$ cat config.mk
export PLATFORM = sky130hd
export DESIGN_NAME = serial_mul_param
export DESIGN_NICKNAME = d
export VERILOG_FILES = /design/src/rtl/serial_mul_param.sv
export SDC_FILE = /design/constraint.sdc
export NUM_CORES = 1
export LEC_CHECK = 0
export ABC_CLOCK_PERIOD_IN_PS = 1900
export CAP_MARGIN = 20
export CORE_AREA = 2 2 43 64
export DETAILED_ROUTE_END_ITERATION = 8
export DIE_AREA = 0 0 45 66
export DONT_BUFFER_PORTS = 1
export PLACE_DENSITY_LB_ADDON = 0.05
export SKIP_LAST_GASP = 1
export SLEW_MARGIN = 10
export SYNTH_ARGS = -nofsm -noshare
export SYNTH_HDL_FRONTEND = slang
export SYNTH_SLANG_ARGS = --single-unit
$ cat constraint.sdc
create_clock -name clk -period 1.9 [get_ports clk]
set_clock_uncertainty 0.2 [all_clocks]
set_input_delay 0.57 -clock clk [delete_from_list [all_inputs] [get_ports clk]]
set_output_delay 0.57 -clock clk [all_outputs]
set_load 0.1 [all_outputs]
$ cat src/rtl/serial_mul_param.sv
// serial_mul_param: sequential shift-add multiplier, one product bit per clock.
// Operands are WIDTH bits, product is 2*WIDTH bits, latency WIDTH cycles.
// Optional feature: define SERIAL_MUL_SIGNED_EN to add the sgn input, which
// selects two's-complement operands for the operation it accompanies.
module serial_mul_param #(
    parameter int WIDTH = 4
) (
    input  logic                 clk,
    input  logic                 rst,
    input  logic                 start,
    input  logic [WIDTH-1:0]     a,
    input  logic [WIDTH-1:0]     b,
`ifdef SERIAL_MUL_SIGNED_EN
    input  logic                 sgn,
`endif
    output logic                 busy,
    output logic                 done,
    output logic [2*WIDTH-1:0]   P
);

    localparam int CNT_W = $clog2(WIDTH) + 1;

    typedef enum logic {
        IDLE = 1'b0,
        RUN  = 1'b1
    } state_t;

    state_t               r_state;
    state_t               w_next;
    logic [WIDTH-1:0]     r_mcand;
    // Upper WIDTH bits: running partial sum; lower WIDTH bits: unconsumed multiplier.
    logic [2*WIDTH-1:0]   r_acc;
    logic [CNT_W-1:0]     r_cnt;
    logic [2*WIDTH-1:0]   r_p;
    logic                 r_done;
    logic                 r_sgn;

    logic                 w_sgn_in;
    logic                 w_accept;
    logic                 w_last;
    logic [WIDTH:0]       w_upper_ext;
    logic [WIDTH:0]       w_mcand_ext;
    logic [WIDTH:0]       w_addend;
    logic [WIDTH:0]       w_sum;
    logic [2*WIDTH-1:0]   w_acc_next;

`ifdef SERIAL_MUL_SIGNED_EN
    assign w_sgn_in = sgn;
`else
    assign w_sgn_in = 1'b0;
`endif

    assign w_accept = (r_state == IDLE) && start;
    assign w_last   = (r_state == RUN) && (r_cnt == CNT_W'(WIDTH - 1));

    // One extra bit on the partial sum absorbs the carry (unsigned) or keeps
    // the sign (signed); dropping the LSB afterwards is the right shift.
    assign w_upper_ext = {r_sgn & r_acc[2*WIDTH-1], r_acc[2*WIDTH-1:WIDTH]};
    assign w_mcand_ext = {r_sgn & r_mcand[WIDTH-1], r_mcand};
    // For signed operands the multiplier MSB carries negative weight, so the
    // last step subtracts the multiplicand.
    assign w_addend    = r_acc[0] ? ((r_sgn && w_last) ? (-w_mcand_ext) : w_mcand_ext)
                                  : '0;
    assign w_sum       = w_upper_ext + w_addend;
    assign w_acc_next  = {w_sum, r_acc[WIDTH-1:1]};

    assign busy = (r_state == RUN);
    assign done = r_done;
    assign P    = r_p;

    // State register.
    always_ff @(posedge clk) begin
        if (rst) begin
            r_state <= IDLE;
        end else begin
            r_state <= w_next;
        end
    end

    // Next-state: accept a request in IDLE, leave RUN after the final step.
    always_comb begin
        w_next = r_state;
        case (r_state)
            IDLE:    if (start)  w_next = RUN;
            RUN:     if (w_last) w_next = IDLE;
            default: w_next = IDLE;
        endcase
    end

    // Operand capture, shift-add iteration, result load and done pulse.
    always_ff @(posedge clk) begin
        if (rst) begin
            r_mcand <= '0;
            r_acc   <= '0;
            r_cnt   <= '0;
            r_p     <= '0;
            r_done  <= 1'b0;
            r_sgn   <= 1'b0;
        end else begin
            r_done <= 1'b0;
            if (w_accept) begin
                r_mcand <= a;
                r_acc   <= {{WIDTH{1'b0}}, b};
                r_cnt   <= '0;
                r_sgn   <= w_sgn_in;
            end else if (r_state == RUN) begin
                r_acc <= w_acc_next;
                r_cnt <= r_cnt + CNT_W'(1);
                if (w_last) begin
                    r_p    <= w_acc_next;
                    r_done <= 1'b1;
                end
            end
        end
    end

endmodule

[After elaboration in Yosys (flattened, before gate mapping)]
Cells that the tools add are included.
Operators by class
  add/sub/neg operators: 2
  equal/unequal tests: 1
  muxes and demuxes: 7
  bitwise logic cells: 2
  reductions and logical operators: 6
Operators with widths (number)
  4-bit 2-to-1 mux: 3
  4-bit by 4-bit adder with 5-bit output: 1
  3-bit by 1-bit adder with 3-bit output, second input constant: 1
  3-bit by 2-bit equality test with 1-bit output, second input constant: 1
  1-bit 2-to-1 mux: 3
  3-bit AND reduction: 1
  3-bit OR reduction: 1
  1-bit logical AND: 2
  1-bit NOT: 2
  1-bit case mux with 2 select lines: 1
  2-bit nonzero test: 1
  2-bit OR reduction: 1
Word-level totals
  bits in registers: 25
  input port bits: 11
  output and inout port bits: 10
  logic and storage cells: 25

[Depth between registers and ports, before layout]
  word-level depth: 4
  depth in mapped cells: 8

[Least setup slack after synthesis]
No wires, ideal clock.
  kind: reg-to-reg
  start: register r_state, in the netlist busy
  end: register r_p[6], in the netlist P[6]
  library setup time: 0.120 ns
  arrival: 1.717 ns
  required time: 1.580 ns
  path slack: -0.137 ns
  stages on the path, launching flop included: 6
  cells stage by stage: dfxtp_1 buf_4 inv_4 nor2_8 nor3b_1 a211o_1
Between the ends
  cells in the longest elaborated chain, start to end: 4
  elaborated cells between the ends (all ways): 5
  classes of those cells: 2 x bitwise; 3 x reduce/logical
Ends and longest elaborated chain
  from (decl): RTL line 28  | state_t r_state;
  from (signal assigned): RTL line 76  | r_state <= w_next;
  1-bit NOT (no source line)
  1-bit logical AND: RTL line 53  | assign w_accept = (r_state == IDLE) && start;
  1-bit NOT (no source line)
  3-bit AND reduction (no source line) (*)
  to (signal assigned): RTL line 110  | r_p <= w_acc_next;
  to (decl): RTL line 34  | logic [2*WIDTH-1:0] r_p;
Every way passes the cells marked *; elsewhere a longest branch is shown, timed or not.
A chain may end at the register's enable or synchronous reset.

[Final worst setup path]
  start: register r_acc[0]
  end: register r_p[6], in the netlist P[6]
Between the ends
  cells in the longest elaborated chain, start to end: 2
Ends and longest elaborated chain
  from (decl): RTL line 32  | logic [2*WIDTH-1:0] r_acc;
  from (signal assigned): RTL line 103  | r_acc <= {{WIDTH{1'b0}}, b};
  from (signal assigned): RTL line 107  | r_acc <= w_acc_next;
  4-bit 2-to-1 mux: RTL line 62  | assign w_addend = r_acc[0] ? ((r_sgn && w_last) ? (-w_mcand_ext) : w_mcand_ext)
  4-bit by 4-bit adder with 5-bit output: RTL line 64  | assign w_sum = w_upper_ext + w_addend;
No other way between the ends.

==> metrics <==
status=finished clean; Setup WS post-layout=~0.086 ns; Cells after Synth=133; critical path class=register to register; Max-Cap Viols=0; Hold Crit Class=input port to register; area fraction of the dominant cell type after synthesis=about 44%; largest net degree at the start of global routing=28; Initial Util=a little under half; RSZ-0062 raised after global routing=true; dpl hpwl=around 1600 µm; crit end category=register; Synthesized Nets=between 150 and 200; core area=about 0.0024 mm²; Avg Vias per Cell=roughly 5.3; DRT iter0 DRCs=20; I/O pin cnt=21; Hold Crit Endpoint=P[7]; ratio of final minimum period to clock period=roughly 95%; clock buffer depth=2; Leakage=0.000619 µW; post-route ant nets=0; post-route DRC violation count=0; final hold viol count=0; Synth Flop Type=dfxtp_1; Int Power=around 660 µW; worst vdd rail ir drop=between 0.4 and 0.5 mV; Port Buffers=0; clock root buffer=clkbuf_4; final wirelength=2220 µm; post-synthesis cell area=0.00115 mm²; ranking of synthesized cells by area=dfxtp_1, nor2_1, mux2i_1; fmax=between 0.5 and 0.6 GHz; Non-Filler Instances=169; Clock transition at path regs=0.14 ns; most frequent cell after synthesis=nor2_1; FP Rows=22; share of post-route cells with drive strength above 1=21.4%; TritonCTS Sinks=25; pins over their slew limit=0; Max H-tree Level=1; hold_ws=approximately 0.091 ns; switching portion of total power=between 20% and 30%; relative slew slack=between 80 and 90%; r2r worst-path depth=8; detailed-route via count=slightly below 900; Worst EP arrival=between 1.5 and 2 ns; most frequent cells after synthesis=nor2_1, dfxtp_1, a21oi_1, nand2_1, mux2i_1; Combinational Power Share=9.8%; Synth Area in Simple Gates=about 22%; vias in the first global route=867; FILL cells=around 240; Placer Congestion=~0.8; hold path depth=1; Hold Crit Start=rst; total power=between 800 and 900 µW; number of flops mapped to enable cells by yosys=0; Seq pwr share=63.2%; TNS Setup=0 ns; critical path launch point type=register; Clk pwr share=~27%; reg2reg end=P[6]; Congestion Overflow GR=0; final critical-path required period=between 1.5 and 2 ns; FF/Latch Area=roughly 500 µm²; worst slack, placed=-0.00391 ns; Post-Synth XOR/XNOR Area=less than 1%; Seq cells post-synth=25; R2R Setup Slk=0.09 ns; Die Ht=about 66 µm; placed insts=~160; Mapped Avg Cell Area=8.65 µm²; Psw=around 230 µW; Inserted Diodes=0; Worst Path Max Fanout=3; pwr dens=~660 mW/mm²; Skew-Pair Late Insertion Delay=about 0.32 ns; Synth Area in Compound Gates=11.4%; Multi-input gate area=613 µm²; initial antenna violation count=0; DR pass1 iterations=4; largest family of logic cells by synthesized area=simple AND/OR/NAND/NOR gates; Die X=between 40 and 50 µm; global-route wire length before repair=about 4000 µm; Nets=between 150 and 200; worst-margin pin slew=around 0.29 ns; yosys warns=0; total track usage=between 10% and 20%; DR WL/cell=around 13 µm; Critical Path RT=about 1.9 ns; area delta synth->final=16.0%; Num CTS Buffers=3; post-synthesis adder-cell area fraction=under 10%; die area=0.00297 mm²; CTS tree=done; Final Setup Violations=0; Synth cell types=31; Yosys top cell by area=dfxtp_1; R2R Path Start=r_acc[0]; asr flop ratio synth=0%; mux contribution to synthesized area=a little under 8%; Seq/Total Area, Yosys=a little over two fifths
## cells by family (layout without fill, tap and decap cells)
family	count (synthesis)	after routing
simple gates	54	54
flops	25	25
fa+ha+maj	7	7
compound gates	22	22
mux	9	9
xor+xnor	1	1
buf+inv	15	27
## worst max-delay path, cell delays in order, from the launching register on
cell and delay (ns):
dfxtp_2 0.37, buf_6 0.12, nand2_4 0.05, inv_1 0.04, ha_1 0.28, a21o_1 0.21
a21oi_4 0.18, nor4_2 0.06, a211o_1 0.22
## placed cells by master (no fill, tap or decap), types with 2 or more instances in the layout
cell,count
nor2_1,29
dfxtp_1,23
buf_4,12
a21oi_1,11
nand2_1,9
mux2i_1,9
inv_1,7
ha_1,6
and2_1,3
nand3_1,3
a31oi_1,3
clkbuf_4,3
a21o_1,2
## cell type report
class | instances | area share [%]
clock buffer | 3 | 1.69
sequential | 25 | 37.9
inverter | 9 | 2.72
multi-input combinational | 93 | 46.0
timing repair buffer | 14 | 9.10
clock inverter | 1 | 0.375
tap | 24 | 2.25
## power groups by stage
stage	combinational (µW)	clock, µW	sequential [µW]
global placement	81.3	0	570
detailed placement	82.7	0	571
floorplan	71.1	0	573
global route	98.1	275	563
CTS	83.3	248	559
finish	87.1	238	559
## how the worst max path moves through the flow
stage / end / depth (start not counted) / slack [ns] / from
after CTS: P[6] / 8 / 0.02 / r_acc[0]
final: P[6] / 8 / 0.09 / r_acc[0]
after global placement: P[7] / 8 / -0.005 / r_acc[0]
after floorplan: r_acc[5] / 8 / 0.12 / r_acc[0]
after global routing: P[7] / 8 / -0.0009 / r_acc[0]
after detailed placement: P[7] / 8 / -0.004 / r_acc[0]
## routing by layer
| metal | vias to the layer above | global-route usage (%) | wire, µm |
|---|---|---|---|
| met1 | 413 | 23.3 | 1030 |
| met3 | 4 | 2.19 | 77 |
| li1 | 464 | - | - |
| met2 | 13 | 28.9 | 1090 |
| met4 | 0 | 5.51 | 25 |
| met5 | - | 0 | 0 |
## sequential cells by signal (all words and copies together) (netlist names)
register	cells
P	8
r_acc	8
r_mcand	4
r_cnt	3
busy	1
done	1
## timing repair
item	4_1_cts	5_1_grt
pin swaps	1	6
endpoints found under the setup margin	5	4
buffers inserted	1	2
resized for setup	3	7
hold buffers	0	0
## through the flow
| stage | util [%] | instance area (µm²) |
|---|---|---|
| detailed placement | 51.3 | 1240 |
| finish | 55.1 | 1330 |
| global placement | 51.3 | 1240 |
| floorplan | - | 1150 |
| CTS | 53.0 | 1280 |
| global route | 55.1 | 1330 |
(Power assumes the default switching activity.)
